### config.mk
export PLATFORM = sky130hd
export DESIGN_NAME = rand_arbiter
export DESIGN_NICKNAME = d
export VERILOG_FILES = /design/src/rtl/rand_arbiter.sv
export SDC_FILE = /design/constraint.sdc
export NUM_CORES = 1
export LEC_CHECK = 0
export CORE_MARGIN = 5
export CORE_UTILIZATION = 30
export DETAILED_ROUTE_END_ITERATION = 10
export MAX_ROUTING_LAYER = met4
export PLACE_DENSITY = 0.58
export SETUP_SLACK_MARGIN = 0.2
export SKIP_LAST_GASP = 1
export SYNTH_ARGS = -nofsm -noshare
export SYNTH_HDL_FRONTEND = slang
export SYNTH_SLANG_ARGS = --single-unit
### constraint.sdc
create_clock -name clk -period 1.67 [get_ports clk]
set_clock_uncertainty 0.15 [all_clocks]
set_input_delay 0.334 -clock clk [delete_from_list [all_inputs] [get_ports clk]]
set_output_delay 0.334 -clock clk [all_outputs]
set_load 0.01 [all_outputs]
### src/rtl/rand_arbiter.sv
`default_nettype none
// ============================================================================
// Module      : rand_arbiter
// Description : Round-robin arbiter handing out values from a shared 4-bit
//               XNOR LFSR, advanced STEPS times per delivery.
// Revision    : 1.0 - initial release
// ============================================================================
module rand_arbiter #(
    parameter int N_REQ = 4,
    parameter int STEPS = 4
) (
    input  logic             clk,
    input  logic             rst,
    input  logic [N_REQ-1:0] req,
    input  logic             stir,
    input  logic             seed_load,
    input  logic [3:0]       seed,
    output logic [N_REQ-1:0] gnt,
    output logic [3:0]       rnd_out,
    output logic             rnd_valid,
    output logic             busy
);

    localparam int IW = (N_REQ > 1) ? $clog2(N_REQ) : 1;
    localparam logic [3:0]       c_last_step = 4'(STEPS - 1);
    localparam logic [N_REQ-1:0] c_one       = N_REQ'(1);
    localparam logic [IW-1:0]    c_last_init = IW'(N_REQ - 1);

    typedef enum logic [1:0] {
        S_IDLE    = 2'd0,
        S_STEP    = 2'd1,
        S_DELIVER = 2'd2
    } state_t;

    state_t        r_state;
    state_t        w_state_next;
    logic [3:0]    r_lfsr;
    logic [3:0]    r_cnt;
    logic [IW-1:0] r_last;
    logic [IW-1:0] r_winner;
    logic [3:0]    w_lfsr_next;
    logic [IW-1:0] w_idx;
    logic [IW-1:0] w_pick;
    logic          w_found;
    logic          w_adv;
    logic          w_start;
    logic          w_deliver;

    assign w_lfsr_next = {r_lfsr[2:0], ~(r_lfsr[3] ^ r_lfsr[2])};

    // Search starts one past the last winner so every requester gets a turn.
    always_comb begin
        w_idx   = '0;
        w_pick  = '0;
        w_found = 1'b0;
        for (int i = 1; i <= N_REQ; i++) begin
            w_idx = IW'((int'(r_last) + i) % N_REQ);
            if (!w_found && req[w_idx]) begin
                w_found = 1'b1;
                w_pick  = w_idx;
            end
        end
    end

    always_ff @(posedge clk or negedge rst) begin
        if (!rst) begin
            r_state <= S_IDLE;
        end else begin
            r_state <= w_state_next;
        end
    end

    always_comb begin
        w_state_next = r_state;
        w_adv        = 1'b0;
        w_start      = 1'b0;
        w_deliver    = 1'b0;
        if (seed_load) begin
            w_state_next = S_IDLE;
        end else begin
            case (r_state)
                S_IDLE: begin
                    w_adv = stir;
                    if (w_found) begin
                        w_state_next = S_STEP;
                        w_start      = 1'b1;
                    end
                end
                S_STEP: begin
                    w_adv = 1'b1;
                    if (r_cnt == c_last_step) begin
                        w_state_next = S_DELIVER;
                        w_deliver    = 1'b1;
                    end
                end
                S_DELIVER: w_state_next = S_IDLE;
                default:   w_state_next = S_IDLE;
            endcase
        end
    end

    always_ff @(posedge clk or negedge rst) begin
        if (!rst) begin
            r_lfsr    <= 4'b0000;
            r_cnt     <= 4'd0;
            r_last    <= c_last_init;
            r_winner  <= '0;
            gnt       <= '0;
            rnd_out   <= 4'b0000;
            rnd_valid <= 1'b0;
            busy      <= 1'b0;
        end else begin
            gnt       <= '0;
            rnd_valid <= 1'b0;
            busy      <= (w_state_next != S_IDLE);

            // All-ones would lock the XNOR LFSR, so it is mapped to zero.
            if (seed_load) begin
                r_lfsr <= (seed == 4'b1111) ? 4'b0000 : seed;
            end else if (w_adv) begin
                r_lfsr <= w_lfsr_next;
            end

            if (w_start) begin
                r_winner <= w_pick;
                r_cnt    <= 4'd0;
            end else if (r_state == S_STEP && !seed_load) begin
                r_cnt <= r_cnt + 4'd1;
            end

            // Outputs carry the value produced by the final step edge.
            if (w_deliver) begin
                gnt       <= c_one << r_winner;
                rnd_valid <= 1'b1;
                rnd_out   <= w_lfsr_next;
                r_last    <= r_winner;
            end
        end
    end

endmodule
`default_nettype wire
== Yosys cells after proc, flatten, opt, wreduce, memory -nomap -nowiden ==
Cells that the tools add are included.
Word-level totals
  register bits after elaboration: 24
  bits of input ports: 12
  output and inout port bits: 10
  word-level logic and storage cells: 71
Operators by class
  $add $sub $neg: 5
  $lt $le $gt $ge: 4
  equal/unequal tests: 3
  shift-type cells: 1
  multiplexer cells: 35
  bitwise gates (word level): 2
  reduce and logical (&&, ||, !) cells: 12
Operators by type and width (count)
  4-bit 2-to-1 mux: 6
  1-bit 2-to-1 mux: 16
  2-bit 2-to-1 mux: 7
  2-bit by 3-bit less-than comparator with 1-bit output, second input constant: 4
  1-bit binary-select mux with 2-bit select: 4
  2-bit nonzero test: 3
  2-bit by 1-bit adder with 2-bit output, second input constant: 2
  2-bit adder, second input constant: 2
  4-bit by 1-bit adder with 4-bit output, second input constant: 1
  4-bit by 2-bit equality test with 1-bit output, second input constant: 1
  4-bit equality test, second input constant: 1
  1-bit logical AND: 4
  1-bit logical NOT: 4
  2-bit case mux with 2 select lines: 1
  1-bit by 2-bit << shifter with 4-bit output, first input constant: 1
  2-bit by 1-bit equality test with 1-bit output, second input constant: 1
  2-bit logical NOT: 1
  1-bit case mux with 2 select lines: 1
  1-bit NOT: 1
  1-bit XOR: 1

== Logic depth before layout (Yosys ltp) ==
Gate-level depths: netlist of run 1.
  depth in word-level cells: 17
  mapped depth: 6
  depth with buffers taken out: 6

== Worst setup path before layout of run 1 ==
OpenSTA, ideal clock, no wires.
  path kind: reg2reg
  start point: register r_last[1]
  end point: register r_winner[1]
  library setup time: 0.121 ns
  arrival: 1.212 ns
  data required time: 1.399 ns
  slack: 0.187 ns
  stages on the path, launching flop included: 6
  buffers on the path: 1
  period minus slack after synthesis: 1.483 ns
  cells stage by stage: dfstp_2 -> clkbuf_1 -> nor2b_1 -> o22ai_1 -> o221ai_1 -> a22o_1
On the way
  word-level cells in the longest chain between the ends: 16
  elaborated cells between the ends (all ways): 29
  those cells by class: 4 x add/sub; 19 x mux; 6 x reduce/logical
Ends and longest elaborated chain
  from (decl): line 39  | logic [IW-1:0] r_last;
  from (signal assigned): line 106  | r_last <= c_last_init;
  from (signal assigned): line 136  | r_last <= r_winner;
  2-bit by 1-bit adder with 2-bit output: line 57  | w_idx = IW'((int'(r_last) + i) % N_REQ);
  1-bit binary-select mux with 2-bit select: line 58  | if (!w_found && req[w_idx]) begin
  1-bit 2-to-1 mux (implied by the code): line 58
  1-bit 2-to-1 mux: line 58
  1-bit logical NOT: line 58
  1-bit logical AND: line 58
  1-bit 2-to-1 mux: line 58
  1-bit logical NOT: line 58
  1-bit logical AND: line 58
  1-bit 2-to-1 mux: line 58
  1-bit logical NOT: line 58
  1-bit logical AND: line 58
  1-bit 2-to-1 mux: line 58
  1-bit 2-to-1 mux: line 84  | if (w_found) begin
  1-bit 2-to-1 mux: line 81  | case (r_state)
  1-bit 2-to-1 mux: line 78  | if (seed_load) begin
  to (signal assigned): line 125  | r_winner <= w_pick;
  to (decl): line 40  | logic [IW-1:0] r_winner;
Parallel ways exist; a longest one is shown, timed or not. The select of a mux whose other input is x is not followed.
A chain may end at the register's enable or synchronous reset.

== Worst setup path in the final report of run 1 ==
  start point: register r_cnt[0]
  end point: register rnd_out[0]
On the way
  word-level cells in the longest chain between the ends: 4
Ends and longest elaborated chain
  from (decl): line 38  | logic [3:0] r_cnt;
  from (signal assigned): line 128  | r_cnt <= r_cnt + 4'd1;
  4-bit by 2-bit equality test with 1-bit output: line 91  | if (r_cnt == c_last_step) begin
  1-bit 2-to-1 mux: line 91
  1-bit 2-to-1 mux: line 81
  1-bit 2-to-1 mux: line 78
  to (signal assigned): line 135  | rnd_out <= w_lfsr_next;
  to (decl): line 19  | output logic [3:0] rnd_out,
Every way passes these cells.

==> results of run 1 <==
[registers in the layout (all words and copies together), names as in the netlist]
signal and cells:
rnd_valid 1, r_cnt 4, r_lfsr 4, r_state 2, rnd_out 4, gnt 4
r_winner 2, r_last 2, busy 1
[cells in the final DEF, fill, tap and decap left out, drive strengths merged, types with 3 or more instances in the layout]
cell type      netlist  layout
a21oi                5       5
a22o                 3       3
a31oi                4       4
buf                  1      18
clkbuf               3       5
clkdlybuf4s50        0       6
dfrtp               22      22
dlygate4sd2          0      11
inv                  3       3
nand2               23      23
nand2b               3       3
nor2                 5       5
nor2b                4       4
nor3                 3       3
nor3b                3       3
o21ai                8       8
[power groups by stage]
| stage | Combinational, W | Clock, W | Sequential, W |
|---|---|---|---|
| after global placement | 0.000417 | 0 | 0.000838 |
| after global routing | 0.000517 | 0.000376 | 0.000877 |
| after detailed placement | 0.000432 | 0 | 0.000846 |
| after CTS | 0.000436 | 0.000359 | 0.000843 |
| after floorplan | 0.000249 | 0 | 0.000815 |
| final | 0.000456 | 0.000344 | 0.000852 |
[per-stage QoR]
stage           util  std cells
3_5_place_dp   0.405        187
2_1_floorplan      -        110
3_3_place_gp   0.405        187
6_report       0.443        197
5_1_grt        0.443        197
4_1_cts        0.430        195
[per-layer routing]
metal	GRT usage	up-vias	wire [um]
li1	-	465	-
met1	0.133	433	1090
met2	0.183	11	1230
met3	0.0227	4	74
met4	0.0564	0	55
met5	-	-	0
[final cells by class]
cell class,count,area share
flip-flops and latches,24,0.378
clock buffers,4,0.0282
multi-input cells,79,0.337
inverters,3,0.00861
well taps,48,0.0376
repair buffers,39,0.211
[kinds of logic after synthesis]
group / after synthesis
simple gates: 48
xor+xnor: 1
flops: 24
fa+ha+maj: 1
buf+inv: 7
compound gates: 26
mux: 3
[worst max-delay path, cell delays in order (launching register included)]
cell and delay, ns:
dfrtp_1 0.36, ha_2 0.19, nor3b_4 0.24, nand3_4 0.13, buf_6 0.16, nand2_2 0.04
o21ai_1 0.05
[worst min path at each step]
| stage | startpoint | endpoint | slack [ns] |
|---|---|---|---|
| floorplan | rst | busy | -0.11 |
| global placement | rnd_out[3] | rnd_out[3] | 0.31 |
| detailed placement | rnd_out[3] | rnd_out[3] | 0.32 |
| CTS | rst | r_cnt[2] | 0.28 |
| global route | rst | rnd_out[0] | 0.30 |
| finish | rst | gnt[3] | 0.27 |
[timing repair]
item,4_1_cts,5_1_grt
endpoints found under the hold margin,0,0
endpoints found under the setup margin,30,21
buffers inserted,4,2
hold buffers,0,0
gates resized for setup,26,13
pin swaps,10,9
==> impl_metrics.tcl, run 1 <==
set metrics [dict create \
    status "finished, final reports clean" \
    intPower_w 0.00114 \
    setup_tns_ns 0 \
    criticalPathCategory "reg -> reg" \
    synth-simple-area-share 0.216 \
    pre_cts_ws_ns -0.286 \
    final.period_utilization 0.867 \
    reg2reg_from "r_cnt[0]" \
    clk_latency_ns 0.26 \
    grt_pass1_vias 978 \
    synth.ff_latch_count 24 \
    fmax_ghz 0.690 \
    yosys.area.top_type "dfrtp_1" \
    antenna_left 0 \
    synth_top_family_by_area "simple AND/OR/NAND/NOR gates" \
    rsz0062_at_grt "yes" \
    r2r_cells 6 \
    slew_headroom 0.803 \
    drtIter0Drc 50 \
    ios 22 \
    yosysMostFrequentCell "nand2_1" \
    p_sw_w 0.000511 \
    power_density_mw_per_mm2 1030 \
    swShare 0.310 \
    clock-root-buffer "clkbuf_8" \
    avgViaCountPerCell 4.63 \
    multiInputGateArea_um2 538 \
    synthCells 110 \
    antenna_found_initial 0 \
    finalSetupViolations 0 \
    yosys-top-cells-area "dfrtp_1 50%, nand2_1 7.8%, dfstp_2 4.8%" \
    cp-end-kind "register" \
    grt_pass1_wl_um 4420 \
    synth_area_mm2 0.00110 \
    drt_drc_violations_left 0 \
    dr.pass1.iters 3 \
    die_area_mm2 0.00498 \
    hold_violations 0 \
    clockBufferDepth 2 \
    synth-edff-count 0 \
    io_buffer_count 21 \
    synth_top_area_share 0.501 \
    final_max_slew_viol_count 0 \
    peakVddDrop_uv 411 \
    htree_levels 1 \
    vias 913 \
    grt-ovfl-total 0 \
    async_reset_ff_frac 1.00 \
    report.power.total_w 0.00165 \
    grt_max_degree 25 \
    crit_arrival_ns 1.45 \
    power.leakage_nw 0.777 \
    path_clk_slew_ns 0.08 \
    grt_use_total 0.113 \
    drv_cap 0 \
    die_x_um 70.5 \
    core-area_mm2 0.00361 \
    r2r_end "rnd_out[0]" \
    register_area_um2 604 \
    yosys-top-cells-count "23 x nand2_1, 22 x dfrtp_1, 6 x o21ai_0" \
    synthXorXnorAreaFrac 0.00796 \
    design_area_mm2 0.00160 \
    nFillCells 349 \
    num_antenna_cells 0 \
    wl_per_cell_um 12.4 \
    power_frac_seq 0.516 \
    reg2reg_slack_ns 0.22 \
    die_h_um 70.5 \
    worst_pin_slew_ns 0.295 \
    syn2layout_area_growth_pct 45.3 \
    critical_path_required_ns 1.67 \
    nNetsFinal 163 \
    hpwl_um 1820 \
    yosys_warnings 0 \
    cts_buffers 3 \
    gp_congestion 0.761 \
    cp_max_fo 6 \
    clockPowerShare 0.208 \
    crit_start "r_cnt[0]" \
    comb_power_share 0.276 \
    routed_wl_um 2440 \
    cts_tree "built" \
    synth_compound_area_frac 0.163 \
    crit_path_end "rnd_out[0]" \
    ys_types 33 \
    avgSynthCellArea_um2 10.0 \
    setup_ws_ns 0.221 \
    startpoint_type "register" \
    synthMuxAreaShare 0.0284 \
    rows 22 \
    synthFlopType "dfrtp_1" \
    ys_seq_area_frac 0.548 \
    place_area_mm2 0.00146 \
    cts_sinks 24 \
    drive_gt1_frac 0.295 \
    initial_core_util 0.305 \
    hold_path_class "in -> async" \
    synthAdderAreaFrac 0.0114 \
    whs_ns 0.273 \
    syn_nets 123 \
    fin_crit_ns 1.45 \
]
(Power assumes the default switching activity.)
==> run 2, diff against run 1 <==
- CAP_MARGIN: not set -> 0
- GPL_ROUTABILITY_DRIVEN: not set -> 0
- SETUP_SLACK_MARGIN: 0.2 -> 0.5
==> impl_metrics.tcl, run 2 (synthesis gave the netlist of run 1 again) <==
set metrics [dict create \
    status "finished, final reports clean" \
    cp-end-kind "register" \
    hold_path_class "in -> async" \
    dr.pass1.iters 4 \
    num_antenna_cells 0 \
    clockPowerShare 0.250 \
    syn2layout_area_growth_pct 60.9 \
    cts_tree "built" \
    hold_violations 0 \
    crit_arrival_ns 1.47 \
    antenna_found_initial 0 \
    slew_headroom 0.798 \
    swShare 0.293 \
    cp_max_fo 5 \
    final_max_slew_viol_count 0 \
    finalSetupViolations 0 \
    routed_wl_um 2630 \
    avgViaCountPerCell 4.70 \
    startpoint_type "register" \
    r2r_cells 6 \
    wl_per_cell_um 12.7 \
    fin_util 0.491 \
    path_clk_slew_ns 0.09 \
    critical_path_required_ns 1.67 \
    multiInputGateArea_um2 612 \
    intPower_w 0.00142 \
    drive_gt1_frac 0.516 \
    power.leakage_nw 0.844 \
    grt_pass1_wl_um 4440 \
    fin_crit_ns 1.46 \
    fmax_ghz 0.683 \
    p_sw_w 0.000587 \
    power_frac_seq 0.427 \
    grt-ovfl-total 0 \
    rsz0062_at_grt "yes" \
    nFillCells 331 \
    clk_latency_ns 0.26 \
    r2r_end "rnd_out[0]" \
    antenna_left 0 \
    ios 22 \
    clock-root-buffer "clkbuf_8" \
    hpwl_um 1770 \
    drt_drc_violations_left 0 \
    die_x_um 70.5 \
    power_density_mw_per_mm2 1130 \
    clockBufferDepth 2 \
    report.power.total_w 0.00200 \
    register_area_um2 606 \
    vias 972 \
    cts_sinks 24 \
    peakVddDrop_uv 400 \
    core-area_mm2 0.00361 \
    design_area_mm2 0.00177 \
    htree_levels 1 \
    final_cell_mix "20 x dfrtp_1, 20 x buf_4, 16 x nand2_1, 11 x buf_6, 10 x buf_2" \
    hold_buffers 0 \
    die_area_mm2 0.00498 \
    worst_pin_slew_ns 0.303 \
    nNetsFinal 173 \
    rows 22 \
    drv_cap 0 \
    reg2reg_slack_ns 0.21 \
    final.period_utilization 0.876 \
    place_area_mm2 0.00147 \
    criticalPathCategory "reg -> reg" \
    grt_pass1_vias 1033 \
    die_h_um 70.5 \
    cts_buffers 3 \
    io_buffer_count 21 \
    grt_use_total 0.112 \
    initial_core_util 0.305 \
    grt_max_degree 25 \
    comb_power_share 0.323 \
    reg2reg_from "r_cnt[0]" \
    drtIter0Drc 26 \
]
==> run 2: changes by cell type in the layout (fill, tap and decap cells not counted), moves of 4 or more <==
cell,previous run,this run
buf_2,0,10
o21ai_0,5,0
buf_4,16,20
dlygate4sd2_1,11,6
buf_6,2,11
o21ai_1,2,6
clkdlybuf4s50_1,6,1
==> run 2: power groups by stage <==
stage	Clock [W]	Combinational, W	Sequential [W]
2_1_floorplan	0	0.000264	0.000823
3_3_place_gp	0	0.000415	0.000846
3_5_place_dp	0	0.000435	0.000853
4_1_cts	0.000513	0.000557	0.000843
5_1_grt	0.000536	0.000711	0.000872
6_report	0.000500	0.000647	0.000856
==> run 2: area by class of cell <==
cell class | instances | area share
tap | 48 | 0.0339
timing repair buffer | 49 | 0.230
clock buffer | 3 | 0.0233
inverter | 3 | 0.00778
sequential | 24 | 0.342
clock inverter | 1 | 0.0170
multi-input combinational | 79 | 0.346
==> run 2: per-stage QoR <==
stage / instances / hold slack, ns / setup TNS, ns / setup WS [ns]
2_1_floorplan: 110 / -0.112 / 0 / 0.199
3_5_place_dp: 184 / 0.315 / -3.00 / -0.289
3_3_place_gp: 184 / 0.299 / -2.73 / -0.259
5_1_grt: 207 / 0.307 / 0 / 0.110
4_1_cts: 202 / 0.279 / 0 / 0.225
6_report: 207 / 0.270 / 0 / 0.207
==> run 2: layer usage <==
metal  share of wire  track usage
met1            0.40        0.118
met2            0.56        0.194
met3           0.045       0.0256
met4          0.0030       0.0564
met5               0            -
==> run 2: critical path, stage by stage, from the launching register on <==
cell,delay (ns)
dfrtp_1,0.37
ha_2,0.19
nor3b_4,0.24
nand3_4,0.14
buf_6,0.16
nand2_2,0.05
o21ai_2,0.05
==> run 2: repair_timing <==
action	4_1_cts	5_1_grt
gates cloned	0	0
pin swaps	20	13
setup endpoints to repair	34	34
gates resized for setup	82	16
setup buffers	14	5
==> run 2: how the worst max path moves through the flow <==
stage	startpoint	to	cells after the start
floorplan	req[2]	r_winner[1]	4
global placement	req[2]	r_winner[1]	5
detailed placement	req[2]	r_cnt[3]	4
CTS	r_cnt[1]	rnd_out[0]	6
global route	r_cnt[0]	gnt[2]	5
finish	r_cnt[0]	rnd_out[0]	6
